## src/rtl/bus_slave_regs.sv

```systemverilog
// bus_slave_regs: system-bus slave with programmable wait states, a one-cycle
// active-low ready pulse, seven R/W registers and a read-only ID register.
module bus_slave_regs #(
  parameter int unsigned WAIT_CYCLES = 1,
  parameter logic [31:0] ID_VALUE    = 32'h0000_A5A5
) (
  input  logic        clk,
  input  logic        reset,
  input  logic        cs_,
  input  logic        as_,
  input  logic        rw,
  input  logic [2:0]  addr,
  input  logic [31:0] wr_data,
  output logic [31:0] rd_data,
  output logic        rdy_
);

  localparam logic [1:0] ST_IDLE  = 2'd0;
  localparam logic [1:0] ST_WAIT  = 2'd1;
  localparam logic [1:0] ST_READY = 2'd2;

  localparam logic [3:0] WAIT_LOAD = (WAIT_CYCLES == 0) ? 4'd0 : 4'(WAIT_CYCLES - 1);

  logic [1:0]  state;
  logic [3:0]  wait_cnt;
  logic        lat_rw;
  logic [2:0]  lat_addr;
  logic [31:0] lat_data;
  logic [31:0] regs [0:6];

  logic        accept;
  logic        complete;
  logic        cmp_rw;
  logic [2:0]  cmp_addr;
  logic [31:0] cmp_data;
  logic [31:0] read_val;

  // With zero wait states the access completes on the accepting edge, so the
  // live bus inputs stand in for the not-yet-latched copies.
  always_comb begin
    accept   = (state == ST_IDLE) && !cs_ && !as_;
    complete = 1'b0;
    cmp_rw   = lat_rw;
    cmp_addr = lat_addr;
    cmp_data = lat_data;
    if (accept && (WAIT_CYCLES == 0)) begin
      complete = 1'b1;
      cmp_rw   = rw;
      cmp_addr = addr;
      cmp_data = wr_data;
    end else if ((state == ST_WAIT) && (wait_cnt == 4'd0)) begin
      complete = 1'b1;
    end
  end

  always_comb begin
    read_val = ID_VALUE;
    for (int i = 0; i < 7; i++) begin
      if (cmp_addr == 3'(i)) read_val = regs[i];
    end
  end

  always_ff @(posedge clk) begin
    if (reset) begin
      state    <= ST_IDLE;
      wait_cnt <= 4'd0;
      lat_rw   <= 1'b0;
      lat_addr <= 3'd0;
      lat_data <= 32'd0;
      rdy_     <= 1'b1;
      rd_data  <= 32'd0;
    end else begin
      rdy_    <= 1'b1;
      rd_data <= 32'd0;
      case (state)
        ST_IDLE: begin
          if (accept) begin
            lat_rw   <= rw;
            lat_addr <= addr;
            lat_data <= wr_data;
            wait_cnt <= WAIT_LOAD;
            state    <= (WAIT_CYCLES == 0) ? ST_READY : ST_WAIT;
          end
        end
        ST_WAIT: begin
          if (wait_cnt == 4'd0) state <= ST_READY;
          else wait_cnt <= wait_cnt - 4'd1;
        end
        ST_READY: state <= ST_IDLE;
        default:  state <= ST_IDLE;
      endcase
      if (complete) begin
        rdy_ <= 1'b0;
        if (cmp_rw) rd_data <= read_val;
      end
    end
  end

  // Reg 7 has no storage; writes to it are acknowledged but dropped.
  always_ff @(posedge clk) begin
    if (reset) begin
      for (int i = 0; i < 7; i++) regs[i] <= 32'd0;
    end else if (complete && !cmp_rw) begin
      for (int i = 0; i < 7; i++) begin
        if (cmp_addr == 3'(i)) regs[i] <= cmp_data;
      end
    end
  end

endmodule
```

## config.mk

```make
export PLATFORM = sky130hd
export DESIGN_NAME = bus_slave_regs
export DESIGN_NICKNAME = d
export VERILOG_FILES = /design/src/rtl/bus_slave_regs.sv
export SDC_FILE = /design/constraint.sdc
export NUM_CORES = 1
export LEC_CHECK = 0
export CAP_MARGIN = 0
export CORE_UTILIZATION = 45
export CTS_CLUSTER_SIZE = 30
export DETAILED_ROUTE_END_ITERATION = 12
export PLACE_DENSITY = 0.6
export SLEW_MARGIN = 40
export SYNTH_ARGS = -nofsm -noshare
export SYNTH_HDL_FRONTEND = slang
export SYNTH_SLANG_ARGS = --single-unit
```

## constraint.sdc

```tcl
create_clock -name clk -period 3.06 [get_ports clk]
set_input_delay 0.612 -clock clk [delete_from_list [all_inputs] [get_ports clk]]
set_output_delay 0.612 -clock clk [all_outputs]
set_load 0.005 [all_outputs]
```

==> results.json <==
{
  "status": "complete, but fails checks",
  "violations": "DRC",
  "hold_buffers": 0,
  "start_kind": "register",
  "cp-end-kind": "register",
  "grt_pass1_wl_um": 44900,
  "maxSlewHeadroom_pct": 52.5,
  "maxCapViolCount": 0,
  "ios": 73,
  "fin_ws_ns": 0.736,
  "synthFlopType": "edfxtp_1",
  "yosysSeqAreaShare_pct": 67.7,
  "seq_power_share_pct": 53.0,
  "ys_ff_latch": 299,
  "avgSynthCellArea_um2": 11.8,
  "placed_cell_area_um2": 13300,
  "worst_slew_pin_slew_ns": 0.713,
  "synthAdderAreaFrac_pct": 0.103,
  "tns_ns": 0,
  "total_power_mw": 8.61,
  "finalCritPeriodShare_pct": 75.9,
  "syn2layout_area_growth_pct": 17.6,
  "root_buffer": "clkbuf_16",
  "initial_utilization_pct": 46.3,
  "ys_top_cells_by_count": "edfxtp_1, nor2_1, nand2_1",
  "pwr-share-clk_pct": 41.2,
  "synth-simple-area-share_pct": 14.9,
  "synth_edf_count": 224,
  "hp-class": "register to register",
  "power.density_nw_per_um2": 602,
  "nets": 1143,
  "placed_cells": 1404,
  "cts_tree": "done",
  "synth_fp_nets": 1072,
  "vias_per_cell": 5.41,
  "final-setup-viol-count": 0,
  "utilization_pct": 54.4,
  "dieWidth_um": 166,
  "synth_area_leaders": "edfxtp_1, dfxtp_1, nor2_1",
  "vias": 7903,
  "final_cell_area_um2": 14300,
  "p_sw_mw": 1.89,
  "drive_gt1_share_pct": 11.5,
  "post_cts_buffers": 0,
  "grt_setup_unrepaired": "false",
  "fp.coreArea_um2": 26300,
  "place_ws_ns": 0.765,
  "max_freq_mhz": 430,
  "fin_cells": 1461,
  "gp_congestion": 0.767,
  "nFillCells": 2291,
  "layout_min_cycle_time_ns": 2.32,
  "pwr-share-comb_pct": 5.9,
  "hpwl_um": 16900,
  "synth-xor-area-share_pct": 0.144,
  "wl_per_cell_um": 19.7,
  "grt_pass1_vias": 7781,
  "cp.required_ns": 3.26,
  "post_cts_resize_count": 0,
  "clock-sinks": 299,
  "yosysWarnings": 0,
  "drtAntennaViolNets": 0,
  "std_cell_rows": 59,
  "diodes": 0,
  "swShare_pct": 22.0,
  "antenna_found_initial": 0,
  "synth-async-reset-ratio_pct": 0,
  "crit_arrival_ns": 2.53,
  "p_leak_nw": 4.98,
  "syn_area_um2": 12200,
  "synth_top_area_share_pct": 55.3,
  "wirelength_um": 28800,
  "muxShareOfSynthArea_pct": 4.06,
  "dieArea_um2": 27700,
  "critPathKind": "register to register",
  "synth_top_cell_by_area": "edfxtp_1",
  "dr.pass1.iters": 11,
  "h-tree-depth": 1,
  "synth_top_family_by_area": "simple AND/OR/NAND/NOR gates",
  "netlist_instances": 1031,
  "peakVddDrop_uv": 338,
  "drc_errors": 5,
  "clockBufferDepth": 3,
  "overflow": 0,
  "synth_compound_area_share_pct": 9.44,
  "port_buffers": 72,
  "clk_pin_slew_worst_paths_ns": 0.06,
  "fin_hold_ws_ns": 0.452,
  "p_int_mw": 6.72,
  "clkLatencyLatePin_ns": 0.55,
  "cp_max_fo": 24,
  "hold_viol_final": 0,
  "synth_cell_types": 37,
  "clock_skew_ns": 0.0113,
  "drt_first_iter_violations": 602,
  "maxSlewViolCount": 0,
  "die_y_um": 166,
  "grt_max_degree": 44,
  "numCtsBuffers": 31,
  "track_usage_pct": 21.1
}
==> power groups by stage <==
| stage | Clock [mW] | Combinational (mW) | Sequential, mW |
|---|---|---|---|
| 2_1_floorplan | 0 | 0.324 | 4.61 |
| 3_3_place_gp | 0 | 0.502 | 4.64 |
| 3_5_place_dp | 0 | 0.508 | 4.65 |
| 4_1_cts | 3.61 | 0.509 | 4.56 |
| 5_1_grt | 3.76 | 0.555 | 4.57 |
| 6_report | 3.54 | 0.504 | 4.56 |
==> metal layers <==
metal | up-vias | GRT usage (%) | routed length (µm)
met5 | - | 0 | 0
met4 | 0 | 4.11 | 451
met3 | 24 | 3.48 | 1630
met2 | 207 | 34.1 | 13400
met1 | 3897 | 30.1 | 13300
li1 | 3775 | - | -
==> flip-flops by register name, summed over array words and instances, names as in the netlist <==
register	flops
regs	224
rd_data	32
wait_cnt	4
cmp_addr	3
cmp_rw	1
cmp_data	32
state	2
rdy_	1
==> path summary, 6_finish.rpt <==
path,start,end,slack [ns],cells after the start
setup / recovery,wait_cnt[0]$_SDFFE_PP0P_,regs[5][20]$_SDFFCE_PN0P_,0.74,7
hold / removal,cmp_data[26]$_SDFFE_PP0P_,cmp_data[26]$_SDFFE_PP0P_,0.45,2
setup reg to reg,wait_cnt[0]$_SDFFE_PP0P_,regs[5][20]$_SDFFCE_PN0P_,0.74,7
hold reg to reg,cmp_data[26]$_SDFFE_PP0P_,cmp_data[26]$_SDFFE_PP0P_,0.45,2
==> worst max-delay path: stages (launching register included) <==
cell	delay, ns
dfxtp_1	0.32
inv_1	0.07
ha_1	0.15
or3b_1	0.53
nor3_2	0.23
nand3_1	0.13
nand2b_1	0.14
buf_4	0.39
==> cells in the final DEF, fill, tap and decap left out, drive strengths merged, types with 2 or more instances in the layout <==
master / synthesis / layout
o21ai: 6 / 6
a21oi: 49 / 49
mux2i: 28 / 28
nand2b: 48 / 48
mux2: 7 / 7
nor2b: 26 / 26
a211oi: 46 / 46
inv: 37 / 38
mux4: 6 / 6
nor3: 5 / 5
o221a: 24 / 24
nor2: 224 / 224
nor4: 2 / 2
dfxtp: 75 / 75
edfxtp: 224 / 224
xor2: 2 / 2
nand3: 5 / 5
clkinv: 0 / 15
a22oi: 3 / 3
o221ai: 6 / 6
nand2: 100 / 100
buf: 27 / 41
clkbuf: 47 / 40
a21boi: 2 / 2
o22ai: 24 / 24
clkdlybuf4s50: 0 / 71
==> cell type report <==
type | count | area [µm²] | area share (%)
sequential | 299 | 8240 | 57.6
multi-input combinational | 621 | 3490 | 24.4
timing repair buffer | 112 | 1050 | 7.37
clock buffer | 40 | 850 | 5.94
tap | 335 | 419 | 2.93
inverter | 37 | 139 | 0.971
clock inverter | 17 | 108 | 0.753
==> logic make-up after synthesis <==
group                      Yosys count
and+or+nand+nor                    415
muxes                               41
adders and majority gates            1
DFF                                299
AOI/OAI and AO/OA                  162
xor gates and xnor gates             2
buffers and inverters              111
Power figures use the tool's default switching activity.
